==> config.mk <==
export PLATFORM = sky130hd
export DESIGN_NAME = packet_transmitter
export DESIGN_NICKNAME = d
export VERILOG_FILES = /design/src/rtl/packet_transmitter_pkg.sv /design/src/rtl/tx_word_fifo.sv /design/src/rtl/packet_transmitter.sv
export SDC_FILE = /design/constraint.sdc
export NUM_CORES = 1
export LEC_CHECK = 0
export CORE_MARGIN = 10
export CORE_UTILIZATION = 64
export DETAILED_ROUTE_END_ITERATION = 8
export PLACE_DENSITY = 0.84
export SYNTH_ARGS = -nofsm -noshare
export SYNTH_HDL_FRONTEND = slang
export SYNTH_SLANG_ARGS = --single-unit
export TNS_END_PERCENT = 5
==> constraint.sdc <==
create_clock -name clk -period 6.3 [get_ports clk]
set_input_delay 1.26 -clock clk [delete_from_list [all_inputs] [get_ports clk]]
set_output_delay 1.26 -clock clk [all_outputs]
set_load 0.02 [all_outputs]
==> src/rtl/packet_transmitter_pkg.sv <==
// Shared constants for the packet transmitter: default divider/FIFO depth,
// serializer state encoding and per-byte bit count (PACKET_TX_PARITY_EN).
package packet_transmitter_pkg;

   localparam int TX_CLK_DIV    = 4;
   localparam int TX_FIFO_DEPTH = 4;

`ifdef PACKET_TX_PARITY_EN
   localparam int TX_BITS_PER_BYTE = 9;
`else
   localparam int TX_BITS_PER_BYTE = 8;
`endif

   typedef enum logic [1:0] {
      ST_IDLE  = 2'd0,
      ST_LOAD  = 2'd1,
      ST_SHIFT = 2'd2
   } tx_state_e;

   function automatic logic even_parity(input logic [7:0] b);
      return ^b;
   endfunction

endpackage

==> src/rtl/tx_word_fifo.sv <==
// Word FIFO for the packet transmitter: show-ahead read port,
// occupancy counter, pointers wrapping at DEPTH (power of two).
module tx_word_fifo #(
   parameter int WIDTH = 8,
   parameter int DEPTH = 4
) (
   input  logic             clk,
   input  logic             rst,
   input  logic             push,
   input  logic             pop,
   input  logic [WIDTH-1:0] wdata,
   output logic [WIDTH-1:0] rdata,
   output logic             full,
   output logic             empty
);

   localparam int PW = $clog2(DEPTH);
   localparam int CW = $clog2(DEPTH + 1);

   logic [WIDTH-1:0] mem [DEPTH];
   logic [PW-1:0]    wr_ptr;
   logic [PW-1:0]    rd_ptr;
   logic [CW-1:0]    count;
   logic             do_push;
   logic             do_pop;

   assign full    = (count == CW'(DEPTH));
   assign empty   = (count == '0);
   assign do_push = push && !full;
   assign do_pop  = pop && !empty;
   assign rdata   = mem[rd_ptr];

   always_ff @(posedge clk or negedge rst) begin
      if (!rst) begin
         wr_ptr <= '0;
         rd_ptr <= '0;
         count  <= '0;
      end else begin
         if (do_push)
            wr_ptr <= wr_ptr + 1'b1;
         if (do_pop)
            rd_ptr <= rd_ptr + 1'b1;
         unique case ({do_push, do_pop})
            2'b10:   count <= count + 1'b1;
            2'b01:   count <= count - 1'b1;
            default: count <= count;
         endcase
      end
   end

   // storage needs no reset; occupancy guards every read
   always_ff @(posedge clk) begin
      if (do_push)
         mem[wr_ptr] <= wdata;
   end

endmodule

==> src/rtl/packet_transmitter.sv <==
// Back-pressured word-to-serial transmitter: FIFO plus IDLE/LOAD/SHIFT
// serializer. Define PACKET_TX_PARITY_EN to append even parity per byte.
module packet_transmitter
   import packet_transmitter_pkg::*;
#(
   parameter int BYTES      = 8,
   parameter int CLK_DIV    = TX_CLK_DIV,
   parameter int FIFO_DEPTH = TX_FIFO_DEPTH
) (
   input  logic               clk,
   input  logic               rst,
   input  logic               in_valid,
   output logic               in_ready,
   input  logic [8*BYTES-1:0] in_data,
   output logic               busy,
   output logic               transmission,
   output logic               clock,
   output logic               out_data
);

   localparam int BPB    = TX_BITS_PER_BYTE;
   localparam int F      = BYTES * BPB;
   localparam int PERIOD = 2 * CLK_DIV;
   localparam int BIT_W  = $clog2(F);
   localparam int DIV_W  = $clog2(PERIOD);

   localparam logic [BIT_W-1:0] LAST_BIT = BIT_W'(F - 1);
   localparam logic [DIV_W-1:0] LAST_DIV = DIV_W'(PERIOD - 1);
   localparam logic [DIV_W-1:0] HIGH_DIV = DIV_W'(CLK_DIV);

   tx_state_e          state;
   tx_state_e          next_state;
   logic [8*BYTES-1:0] head;
   logic               full;
   logic               empty;
   logic               pop;
   logic [F-1:0]       frame;
   logic [F-1:0]       shreg;
   logic [BIT_W-1:0]   bit_cnt;
   logic [DIV_W-1:0]   div_cnt;
   logic               period_end;
   logic               last_bit;

   tx_word_fifo #(
      .WIDTH (8 * BYTES),
      .DEPTH (FIFO_DEPTH)
   ) u_fifo (
      .clk   (clk),
      .rst   (rst),
      .push  (in_valid),
      .pop   (pop),
      .wdata (in_data),
      .rdata (head),
      .full  (full),
      .empty (empty)
   );

   assign in_ready   = !full;
   assign busy       = !empty || (state != ST_IDLE);
   assign period_end = (div_cnt == LAST_DIV);
   assign last_bit   = (bit_cnt == LAST_BIT);

   // frame is emitted from the MSB: byte 0 first, each byte MSB first
   always_comb begin
      frame = '0;
      for (int k = 0; k < BYTES; k++) begin
         for (int j = 0; j < 8; j++)
            frame[F-1-k*BPB-j] = head[8*k+7-j];
`ifdef PACKET_TX_PARITY_EN
         frame[F-1-k*BPB-8] = even_parity(head[8*k +: 8]);
`endif
      end
   end

   always_ff @(posedge clk or negedge rst) begin
      if (!rst)
         state <= ST_IDLE;
      else
         state <= next_state;
   end

   always_comb begin
      next_state = state;
      unique case (state)
         ST_IDLE:
            if (!empty)
               next_state = ST_LOAD;
         ST_LOAD:
            next_state = ST_SHIFT;
         ST_SHIFT:
            if (period_end && last_bit)
               next_state = empty ? ST_IDLE : ST_LOAD;
         default:
            next_state = ST_IDLE;
      endcase
   end

   always_comb begin
      pop          = (state == ST_LOAD);
      transmission = (state == ST_SHIFT);
      clock        = transmission && (div_cnt >= HIGH_DIV);
      out_data     = transmission && shreg[F-1];
   end

   always_ff @(posedge clk or negedge rst) begin
      if (!rst) begin
         shreg   <= '0;
         bit_cnt <= '0;
         div_cnt <= '0;
      end else begin
         unique case (state)
            ST_LOAD: begin
               shreg   <= frame;
               bit_cnt <= '0;
               div_cnt <= '0;
            end
            ST_SHIFT: begin
               if (period_end) begin
                  div_cnt <= '0;
                  if (!last_bit) begin
                     bit_cnt <= bit_cnt + 1'b1;
                     shreg   <= shreg << 1;
                  end
               end else begin
                  div_cnt <= div_cnt + 1'b1;
               end
            end
            default: begin
               bit_cnt <= bit_cnt;
               div_cnt <= div_cnt;
            end
         endcase
      end
   end

endmodule

==> impl_metrics.yaml <==
status:
  outcome: "finished, final reports clean"
final_layout:
  nFillCells: 1236
  regArea_um2: 9744
  finalNetCount: 937
  syn2layout_area_growth_pct: 13.42
  drive_above_1_share_pct: 12.26
  antenna_cells: 0
  final_util_pct: 73.41
  multi_input_area_um2: 3397
routing:
  dr.first_iter.drc_count: 987
  first_pass_iters: 5
  num_vias: 7880
  wl_per_cell_um: 26.12
  postRouteAntennaNets: 0
  drc_errors: 0
  via_per_inst: 6.817
  drt-total-wl_um: 30200
setup_path:
  crit_chain: "inv_1 > ha_1 > inv_2 > nor2_1 > clkdlybuf4s50_1"
  cpPeakStageDelay_ns: 0.63
  path_max_fanout: 32
  arrival_ns: 2.84
  cp_data_required_time_ns: 5.04
  worstReg2RegStart: "state[0]$_DFFE_PN0P_"
  critPathKind: "register to output port"
  rrSetupSlack_ns: 2.93
  ff2ff_path_depth: 8
  rr_endpoint: "shreg[15]$_DFFE_PN0P_"
  end_kind: "output port"
  crit_slowest_cell: "clkdlybuf4s50_1"
  path_buf_inv: 3
  crit_family: "buffers and inverters"
  start_kind: "register"
sta:
  finalHoldViolCount: 0
  finalCritPeriodShare_pct: 65.12
  slew_headroom_pct: 20.58
  timing.fmax_mhz: 243.7
  final.setup.tns_ns: 0
  rsz0062_at_grt: "no"
  drv_slew: 0
  period_minus_slack_ns: 4.103
  skew_ns: 0.01790
  finalSetupViolCount: 0
  setup_slack_ns: 2.197
  worst_pin_slew_ns: 1.191
clock_network:
  htreeDepth: 1
  cts_resized: 0
  clk_root_buffer_cell: "clkbuf_16"
  clock_sinks: 338
  cts_hold_buffers: 0
  cts_buffers: 31
  path_clk_slew_ns: 0.07
  cts_setup_buffers: 0
  cts_buffer_depth: 3
  cts_tree: "yes"
  clock_latency_ns: 0.56
yosys:
  synth_seq_area_share_pct: 71.81
  synth_common_cells: "256 x edfxtp_1, 82 x dfrtp_1, 74 x mux2i_1, 34 x a221o_1, 34 x o22ai_1"
  synthCells: 794
  synth_area_per_cell_um2: 17.08
  synth_top_area_share_pct: 56.68
  yosysWarnings: 0
  synth_most_common_cell: "edfxtp_1"
  synth_ff_type: "edfxtp_1"
  synth_nets: 874
  synth.distinct_cells: 54
  yosys.area.top_type: "edfxtp_1"
  synth_area_leaders: "edfxtp_1 57%, dfrtp_1 15%, mux2i_1 5.5%, mux4_2 5.1%, a221o_1 2.5%"
  async_flop_share_pct: 24.26
  netlist_area_um2: 13560
  synth_enable_flop_cells: 256
  ys_seq_elements: 338
placed_design:
  portBuffers: 71
  dp_hpwl_um: 16580
  pre_cts_slack_ns: 2.650
  gp_congestion: 0.7955
pwr:
  p_sw_w: 0.002662
  seq_power_share_pct: 43.9
  power_w: 0.007811
  power_frac_comb_pct: 32.6
  switching_share_pct: 34.08
  intPower_w: 0.005149
  leakage_nw: 5.617
  clockPowerShare_pct: 23.5
  vdd_drop_max_mv: 0.3288
  powerDensity_nw_per_um2: 507.8
floorplanning:
  core_um2: 20960
  start_util_pct: 64.72
  ios: 72
  rows: 53
  dieArea_um2: 27420
  die_w_um: 165.6
  die_h_um: 165.6
grt:
  grtUsageTotal_pct: 22.19
  grt_pass1_vias: 8063
  antenna_found_initial: 0
  grt_pass1_wl_um: 46850
  grt_max_degree: 83
  grt-ovfl-total: 0
min_path:
  hold_end: "shreg[60]$_DFFE_PN0P_"
  min_path_type: "register to register"
  min_from: "shreg[60]$_DFFE_PN0P_"
  whs_path_depth: 2
flow_run:
  cap_violations: 0
cells by family after synthesis:
group | after synthesis | share of synthesized area, %
compound gates | 179 | 9.871
mux | 109 | 10.94
xor+xnor | 6 | 0.3875
flops | 338 | 71.81
simple gates | 67 | 2.519
buf+inv | 82 | 3.219
fa+ha+maj | 13 | 1.255
cells in the final DEF (no fill, tap or decap), types with 5 or more instances in the layout:
cell	count
clkdlybuf4s50_1	70
clkbuf_1	11
nand2_1	31
o22ai_1	34
mux4_2	31
a21oi_1	22
a211oi_1	18
dfrtp_1	80
inv_1	30
nor2_1	5
edfxtp_1	256
buf_4	11
clkinv_2	8
ha_1	12
clkbuf_16	33
and2_1	5
mux2i_1	74
o221ai_1	21
o21ai_0	28
a221o_1	34
registers in the layout, indices dropped and copies added (netlist names):
name	cells
u_fifo.wr_ptr	2
state	2
u_fifo.mem	256
u_fifo.count	3
bit_cnt	6
div_cnt	3
shreg	64
u_fifo.rd_ptr	2
layer usage:
metal  global-route usage, %  vias to the layer above  routed length (µm)
li1                        -                     3291                   -
met1                   28.39                     3984               11050
met2                   38.17                      517               15560
met3                   3.694                       88                2706
met4                   6.943                        0                 881
met5                       0                        -                   0
layout make-up:
type	count	area share, %
clock inverter	11	0.6751
sequential	338	63.34
clock buffer	46	5.815
inverter	31	0.7564
tap	275	2.237
timing repair buffer	81	5.092
multi-input combinational	374	22.08
power groups by stage:
stage                     sequential [W]  clock [W]  combinational [W]
final                            0.00343    0.00184            0.00255
after global routing             0.00347    0.00194            0.00273
after CTS                        0.00342    0.00185            0.00253
after detailed placement         0.00344          0            0.00245
after global placement           0.00339          0            0.00232
after floorplan                  0.00325          0            0.00200
worst min-delay path: stages, from the launching register on:
cell and delay, ns:
dfrtp_1 0.34, nand2_1 0.05, o21ai_1 0.06
stage by stage:
step | hold WS (ns) | instance area (µm²) | instances
floorplan | 0.4483 | 13560 | 794
global placement | 0.4687 | 14390 | 1099
detailed placement | 0.4774 | 14390 | 1099
CTS | 0.4925 | 15380 | 1156
global route | 0.5032 | 15380 | 1156
finish | 0.4900 | 15380 | 1156
worst max path at each step:
| stage | start | to | cells past startpoint | slack, ns |
|---|---|---|---|---|
| after floorplan | in_valid | u_fifo.mem[0][0]$_DFFE_PP_ | 1 | 3.06 |
| after global placement | in_valid | u_fifo.mem[1][25]$_DFFE_PP_ | 3 | 2.73 |
| after detailed placement | in_valid | u_fifo.mem[1][25]$_DFFE_PP_ | 3 | 2.65 |
| after CTS | state[0]$_DFFE_PN0P_ | clock | 5 | 2.22 |
| after global routing | state[0]$_DFFE_PN0P_ | clock | 5 | 2.03 |
| final | state[0]$_DFFE_PN0P_ | clock | 5 | 2.20 |
Power figures use the tool's default switching activity.
